File: src/rtl/rule_grid_seq.sv
// Sequential fuzzy rule-weight generator: captures one frame of memberships and streams
// the NT x ND rule firing strengths row-major. Optional macro: RULE_GRID_PROD_EN (product t-norm).
module rule_grid_seq #(
  parameter int W  = 16,
  parameter int NT = 3,
  parameter int ND = 3,
  localparam int MX = (NT > ND) ? NT : ND,
  localparam int IW = (MX > 1) ? $clog2(MX) : 1
) (
  input  logic            clk,
  input  logic            rst_n,
  input  logic            mode,
  input  logic            in_valid,
  output logic            in_ready,
  input  logic [NT*W-1:0] mu_t,
  input  logic [ND*W-1:0] mu_d,
  output logic            out_valid,
  input  logic            out_ready,
  output logic [W-1:0]    out_w,
  output logic [IW-1:0]   out_i,
  output logic [IW-1:0]   out_j,
  output logic            out_last
);

  typedef enum logic {IDLE, RUN} state_t;

  state_t        state, state_nxt;
  logic [W-1:0]  lat_t [NT];
  logic [W-1:0]  lat_d [ND];
  logic [IW-1:0] idx_i, idx_j, nxt_i, nxt_j;
  logic [W-1:0]  w_reg, w_nxt, w_min, op_a, op_b;
  logic          last_reg, last_nxt;
  logic          accept, fire, advance, finish;

  assign in_ready  = (state == IDLE);
  assign out_valid = (state == RUN);
  assign accept    = in_valid && in_ready;
  assign fire      = out_valid && out_ready;
  assign advance   = fire && !last_reg;
  assign finish    = fire && last_reg;

  assign out_w    = w_reg;
  assign out_i    = idx_i;
  assign out_j    = idx_j;
  assign out_last = last_reg;

  // NOTE: state registers use non-blocking assignments so every flop samples pre-edge values.
  always_ff @(posedge clk or negedge rst_n) begin
    if (!rst_n) state <= IDLE;
    else        state <= state_nxt;
  end

  // NOTE: every combinational output gets a default first, so no path can infer a latch.
  always_comb begin
    state_nxt = state;
    unique case (state)
      IDLE:    if (accept) state_nxt = RUN;
      RUN:     if (finish) state_nxt = IDLE;
      default: state_nxt = IDLE;
    endcase
  end

  // Row-major successor; i is clamped so the operand lookup never leaves the table on the last beat.
  always_comb begin
    nxt_i = idx_i;
    nxt_j = idx_j + 1'b1;
    if (idx_j == IW'(ND - 1)) begin
      nxt_j = '0;
      if (idx_i != IW'(NT - 1)) nxt_i = idx_i + 1'b1;
    end
  end

  // One t-norm datapath: fed from the live inputs at capture, from the latched frame while running.
  always_comb begin
    op_a     = lat_t[nxt_i];
    op_b     = lat_d[nxt_j];
    last_nxt = (nxt_i == IW'(NT - 1)) && (nxt_j == IW'(ND - 1));
    if (state == IDLE) begin
      op_a     = mu_t[W-1:0];
      op_b     = mu_d[W-1:0];
      last_nxt = (NT == 1) && (ND == 1);
    end
  end

  assign w_min = (op_a < op_b) ? op_a : op_b;

`ifdef RULE_GRID_PROD_EN
  logic         lat_mode, op_mode;
  logic [W-1:0] prod_hi;

  assign op_mode = (state == IDLE) ? mode : lat_mode;
  assign prod_hi = W'(({{W{1'b0}}, op_a} * {{W{1'b0}}, op_b}) >> W);

  // Full-scale operands pass the other side through exactly instead of losing an LSB to truncation.
  always_comb begin
    w_nxt = w_min;
    if (op_mode) begin
      if (op_a == '1)      w_nxt = op_b;
      else if (op_b == '1) w_nxt = op_a;
      else                 w_nxt = prod_hi;
    end
  end

  always_ff @(posedge clk or negedge rst_n) begin
    if (!rst_n)      lat_mode <= 1'b0;
    else if (accept) lat_mode <= mode;
  end
`else
  logic unused_mode;

  assign unused_mode = mode;
  assign w_nxt       = w_min;
`endif

  // NOTE: the latched membership tables are reset too, so an aborted frame leaves no stale data behind.
  always_ff @(posedge clk or negedge rst_n) begin
    if (!rst_n) begin
      for (int k = 0; k < NT; k++) lat_t[k] <= '0;
      for (int k = 0; k < ND; k++) lat_d[k] <= '0;
      idx_i    <= '0;
      idx_j    <= '0;
      w_reg    <= '0;
      last_reg <= 1'b0;
    end else if (accept) begin
      for (int k = 0; k < NT; k++) lat_t[k] <= mu_t[k*W +: W];
      for (int k = 0; k < ND; k++) lat_d[k] <= mu_d[k*W +: W];
      idx_i    <= '0;
      idx_j    <= '0;
      w_reg    <= w_nxt;
      last_reg <= last_nxt;
    end else if (advance) begin
      idx_i    <= nxt_i;
      idx_j    <= nxt_j;
      w_reg    <= w_nxt;
      last_reg <= last_nxt;
    end else if (finish) begin
      last_reg <= 1'b0;
    end
  end

endmodule

File: config.mk
export PLATFORM = sky130hd
export DESIGN_NAME = rule_grid_seq
export DESIGN_NICKNAME = d
export VERILOG_FILES = /design/src/rtl/rule_grid_seq.sv
export SDC_FILE = /design/constraint.sdc
export NUM_CORES = 1
export LEC_CHECK = 0
export CAP_MARGIN = 20
export CORE_MARGIN = 2
export CORE_UTILIZATION = 49
export CTS_BUF_LIST = sky130_fd_sc_hd__clkbuf_4
export DETAILED_ROUTE_END_ITERATION = 10
export GPL_ROUTABILITY_DRIVEN = 0
export PLACE_DENSITY = 0.83
export SYNTH_ARGS = -nofsm -noshare
export SYNTH_HDL_FRONTEND = slang
export SYNTH_SLANG_ARGS = --single-unit
File: constraint.sdc
create_clock -name clk -period 3.5 [get_ports clk]
set_clock_uncertainty 0.1 [all_clocks]
set_input_delay 0.7 -clock clk [delete_from_list [all_inputs] [get_ports clk]]
set_output_delay 0.7 -clock clk [all_outputs]
set_load 0.01 [all_outputs]
==> results of run 1 <==
==> cells in the mapped netlist, types with 13 or more instances <==
cell       count  area share, %
dfrtp_1      118             47
mux2_2        97             17
mux2i_1       46            7.3
nand3_1       33            2.6
o21ai_0       28            2.2
clkbuf_1      24            1.4
nand2_1       23            1.4
inv_1         19            1.1
ha_1          17            3.4
and4_1        15            2.1
nor3_1        15            1.2
a2111oi_1     13            2.1
==> sequential cells by signal (all words and copies together) (netlist names) <==
| register | cells |
|---|---|
| out_j | 2 |
| out_last | 1 |
| out_w | 16 |
| lat_t | 48 |
| out_valid | 1 |
| out_i | 2 |
| lat_d | 48 |
==> layer usage <==
layer,track usage [%],routed length [microns]
met5,0,0
met4,9.11,788
met3,7.85,1060
met2,42.8,9270
met1,29.9,7260
==> cells by family after synthesis <==
group,Yosys count,synth area share [%]
muxes,145,25.3
DFF,118,46.8
AOI/OAI and AO/OA,87,10.7
and+or+nand+nor,109,9.74
buffers and inverters,58,4.09
adders and majority gates,17,3.37
==> worst max-delay path: cells and delay by family, from the launching register on <==
kind / cells / cell delay, ns
multiplexers: 2 / 0.57
flip-flops: 1 / 0.46
adder cells (fa/ha/maj): 1 / 0.24
AND/OR/NAND/NOR: 2 / 0.31
buffers and inverters: 3 / 0.57
AO/OA/AOI/OAI: 5 / 1.32
==> metrics by stage <==
step	cell area, sq um	TNS (ns)	std cells	util, %
after floorplan	6320	0	534	-
after global placement	7970	-0.307	835	63.4
after detailed placement	7970	-2.20	835	63.4
after CTS	8590	-0.151	870	68.4
after global routing	9070	-4.22	884	72.2
final	9070	-2.57	884	72.2
==> cell type report <==
cell class | instances | area (sq um)
multi-input combinational | 358 | 3720
clock buffer | 20 | 150
tap | 172 | 215
sequential | 118 | 2960
timing repair buffer | 186 | 1850
inverter | 19 | 71.3
fill | 819 | 3500
clock inverter | 11 | 110
==> final timing paths <==
kind,start,endpoint,slack [ns]
max in group asynchronous,rst_n,out_valid,2.38
worst min register to register,lat_d[16],lat_d[16],0.41
worst max register to register,out_j[0],out_w[12],-0.19
worst max-delay path,out_j[0],out_w[12],-0.19
min in group clk,lat_d[16],lat_d[16],0.41
worst min-delay path,rst_n,lat_t[11],0.11
==> power breakdown <==
| part | leakage (nW) | internal [W] | switching, W |
|---|---|---|---|
| registers | 1.43 | 0.00204 | 0.000421 |
| logic | 2.22 | 0.00350 | 0.00353 |
| clock network | 0.141 | 0.000433 | 0.000514 |
==> repair_timing <==
action                                 in CTS  in global routing
cloned                                      0                  3
setup buffers                               4                 10
pin swaps                                   9                 25
resized for setup                          48                 42
endpoints found under the hold margin       0                  0
setup endpoints to repair                  16                 16
==> impl_metrics.tcl, run 1 <==
set metrics [dict create \
    post-route-min-period_ns 3.69 \
    grt_max_degree 75 \
    clock_path_buffers 2 \
    cts_tree "yes" \
    max_freq_mhz 271 \
    core.rowCount 41 \
    ys_ff_latch 118 \
    grt_use_total_pct 25.1 \
    worstMarginPinSlew_ns 0.971 \
    clkSinkCount 118 \
    setup_slack_ns -0.187 \
    syn_nets 652 \
    path_common_cell "buf_4" \
    max_slew_margin_pct 35.2 \
    grt_setup_unrepaired "true" \
    io_buffers 122 \
    start_util_pct 50.2 \
    n_antenna_cell 0 \
    via_per_inst 5.91 \
    p_per_area_nw_per_um2 1150 \
    worstRegToRegCells 13 \
    final_common_cell "clkdlybuf4s50_1" \
    htree_levels 4 \
    crit_required_ns 3.83 \
    hp-class "in -> async" \
    drt-pass1-iter-count 5 \
    clk_pin_slew_ns 0.10 \
    drcViolationCount 0 \
    chipHeight_microns 117 \
    path_cells "nor2b_4 > mux2i_4 > buf_4 > buf_4 > mux2i_2 > o221ai_2 > ha_1 > a21o_1 > a211oi_4 > o2111ai_4 > clkbuf_16 > a2111oi_4 > nor3_1" \
    worstSetupEndpointType "flip-flop" \
    cp_data_arrival_time_ns 4.02 \
    cap_violations 0 \
    final_cell_mix "121 x clkdlybuf4s50_1, 114 x dfrtp_1, 97 x mux2_2, 48 x buf_4, 37 x mux2i_1" \
    cts-buffers-inserted 17 \
    worstSkewPairLatency_ns 0.55 \
    drive_above_1_share_pct 37.4 \
    io_pins 124 \
    crit_slowest_cell "dfrtp_2" \
    fin_crit_sh_pct 105 \
    synth_cells 534 \
    drtIter0Drc 355 \
    p_total_w 0.0104 \
    ys_types 42 \
    startpoint_type "flip-flop" \
    nNetsFinal 818 \
    grt_antenna_before_repair 0 \
    pre_cts_slack_ns -0.203 \
    synthesis.area_sq_um 6310 \
    synth_area_per_cell_sq_um 11.8 \
    finalWirelength_mm 18.4 \
    whs_ns 0.113 \
    synthFlopType "dfrtp_1" \
    p_leak_nw 3.79 \
    coreArea_sq_um 12600 \
    grt_pass1_wl_mm 27.2 \
    path_class "reg -> reg" \
    die_w_microns 117 \
    ys_seq_area_share_pct 46.8 \
    cp_slowest_stage_delay_ns 0.46 \
    antenna_left 0 \
    grt_pass1_vias 5386 \
    async_reset_ff_share_pct 100 \
    status "complete, but fails checks" \
    hold_violations 0 \
    synth-warning-count 0 \
    hpwl_mm 11.7 \
    cts-root-buf "clkbuf_4" \
    wl_per_cell_microns 20.8 \
    violations "setup timing" \
    synth_edf_count 0 \
    grt_overflow 0 \
    critPathMaxFanout 7 \
    peakVddDrop_uv 990 \
    area_growth_pct 43.8 \
    maxSlewViolCount 0 \
    final-setup-viol-count 16 \
    vias 5222 \
    dieArea_sq_um 13800 \
    cts_hold_buf 0 \
]
Note: power is estimated with default switching activity, not from simulation.
==> run 2: changes to the inputs <==
- CORE_MARGIN: 2 -> 4
- SLEW_MARGIN: not set -> 25
==> run 2 against run 1 <==
  * The run still ends with setup timing left
  * Design area fell by 2.0%
  * Power fell by 5.3%
  * Maximum frequency rose by 1.4%
  * Flip-flop and latch count did not move
  * Clock-buffer cell count did not move
  * Clock power rose by 9%
  * Die area rose by 6.9%
  * Critical path type unchanged
==> impl_metrics.tcl, run 2 (same netlist as run 1, synthesis figures left out) <==
set metrics [dict create \
    nNetsFinal 812 \
    drcViolationCount 0 \
    grt_antenna_before_repair 1 \
    crit_required_ns 3.82 \
    die_w_microns 121 \
    chipHeight_microns 121 \
    grt_pass1_vias 5431 \
    busiest_layer "met2" \
    p_leak_nw 3.76 \
    reg2reg_slack_ns -0.14 \
    fin_crit_sh_pct 104 \
    final_util_pct 70.4 \
    place_area_sq_um 7980 \
    post-route-min-period_ns 3.64 \
    drive_above_1_share_pct 36.2 \
    use_met3_pct 6.76 \
    io_buffers 122 \
    setup_slack_ns -0.137 \
    hp-class "in -> async" \
    fin_area_sq_um 8890 \
    path_class "reg -> reg" \
    cts_hold_buf 0 \
    p_per_area_nw_per_um2 1110 \
    clkSinkCount 118 \
    drt-pass1-iter-count 5 \
    nFillCells 879 \
    worstSkewPairLatency_ns 0.54 \
    start_util_pct 50.0 \
    cts-buffers-inserted 17 \
    io_pins 124 \
    finalWirelength_mm 17.8 \
    grt_pass1_wl_mm 27.2 \
    dieArea_sq_um 14800 \
    coreArea_sq_um 12600 \
    grt_use_total_pct 23.8 \
    finalNonFillerCells 880 \
    grt_max_degree 99 \
    wl_per_cell_microns 20.3 \
    htree_levels 4 \
    max_slew_margin_pct 48.0 \
    peakVddDrop_uv 906 \
    dp.cells 834 \
    startpoint_type "flip-flop" \
    status "complete, but fails checks" \
    vias 5114 \
    grt_use_met2_pct 40.9 \
    maxSlewViolCount 0 \
    cp_data_arrival_time_ns 3.96 \
    max_freq_mhz 275 \
    worstMarginPinSlew_ns 0.780 \
    worstSetupEndpointType "flip-flop" \
    p_total_w 0.00989 \
    area_growth_pct 40.9 \
    final_cell_mix "121 x clkdlybuf4s50_1, 114 x dfrtp_1, 97 x mux2_2, 47 x buf_4, 39 x mux2i_1" \
    drtIter0Drc 322 \
    antenna_left 0 \
    cts-root-buf "clkbuf_4" \
    core.rowCount 41 \
    clock_path_buffers 2 \
    cts_tree "yes" \
    cap_violations 0 \
    grt_overflow 0 \
    final_common_cell "clkdlybuf4s50_1" \
    critPathMaxFanout 6 \
    met1_usage_pct 27.7 \
    violations "setup timing" \
    clk_pin_slew_ns 0.11 \
    final-setup-viol-count 16 \
    hpwl_mm 11.8 \
    hold_violations 0 \
    via_per_inst 5.81 \
    grt_setup_unrepaired "true" \
]
==> run 2: report_power, final <==
part	total, W	leakage (nW)	internal [W]	switching [W]
clock network	0.00103	0.161	0.000506	0.000523
registers	0.00244	1.43	0.00204	0.000398
logic	0.00642	2.18	0.00315	0.00327
==> run 2: timing repair <==
action,CTS,global route
endpoints found under the setup margin,15,16
gates cloned,2,0
buffers inserted,6,5
gates resized for setup,41,29
pin swaps,10,13
==> run 2: critical path, cell delays in order (launching register included) <==
cell	delay, ns
dfrtp_2	0.42
inv_2	0.08
ha_4	0.21
buf_4	0.14
mux2i_4	0.17
buf_12	0.15
mux2i_2	0.26
o221ai_2	0.14
ha_1	0.34
a21o_1	0.22
a211oi_2	0.27
buf_4	0.18
a21oi_4	0.09
buf_4	0.16
buf_16	0.14
a2111oi_4	0.37
nor3_2	0.08
==> run 2: final timing paths <==
path,startpoint,to,depth (start not counted)
min,rst_n,out_w[5],1
max,out_i[0],out_w[7],16
max reg2reg,out_i[0],out_w[7],16
min in group clk,lat_d[32],lat_d[32],1
min reg2reg,lat_d[32],lat_d[32],1
max in group asynchronous,rst_n,lat_d[6],2
==> run 2: cell type report <==
cell class                 count  area, sq um  area share (%)
timing repair buffer         180         1790            20.2
multi-input combinational    358         3560            40.1
clock buffer                  20          150            1.69
antenna                        1         2.50          0.0282
inverter                      19         71.3           0.802
sequential                   118         2960            33.3
clock inverter                12          135            1.52
tap                          172          215            2.42
==> run 2: layer usage <==
layer / wire length, microns / share of wire [%]
met5: 0 / 0
met4: 483 / 2.7
met3: 1260 / 7.0
met2: 9450 / 53
met1: 6650 / 37
==> run 2: per-stage QoR <==
step | setup TNS [ns] | hold WS, ns | setup WS, ns
5_1_grt | -3.29 | 0.139 | -0.252
4_1_cts | 0 | 0.126 | 0.00205
3_3_place_gp | -0.0986 | 0.385 | -0.0355
2_1_floorplan | 0 | 0.304 | 0.00849
3_5_place_dp | -2.38 | 0.395 | -0.208
6_report | -1.16 | 0.118 | -0.137
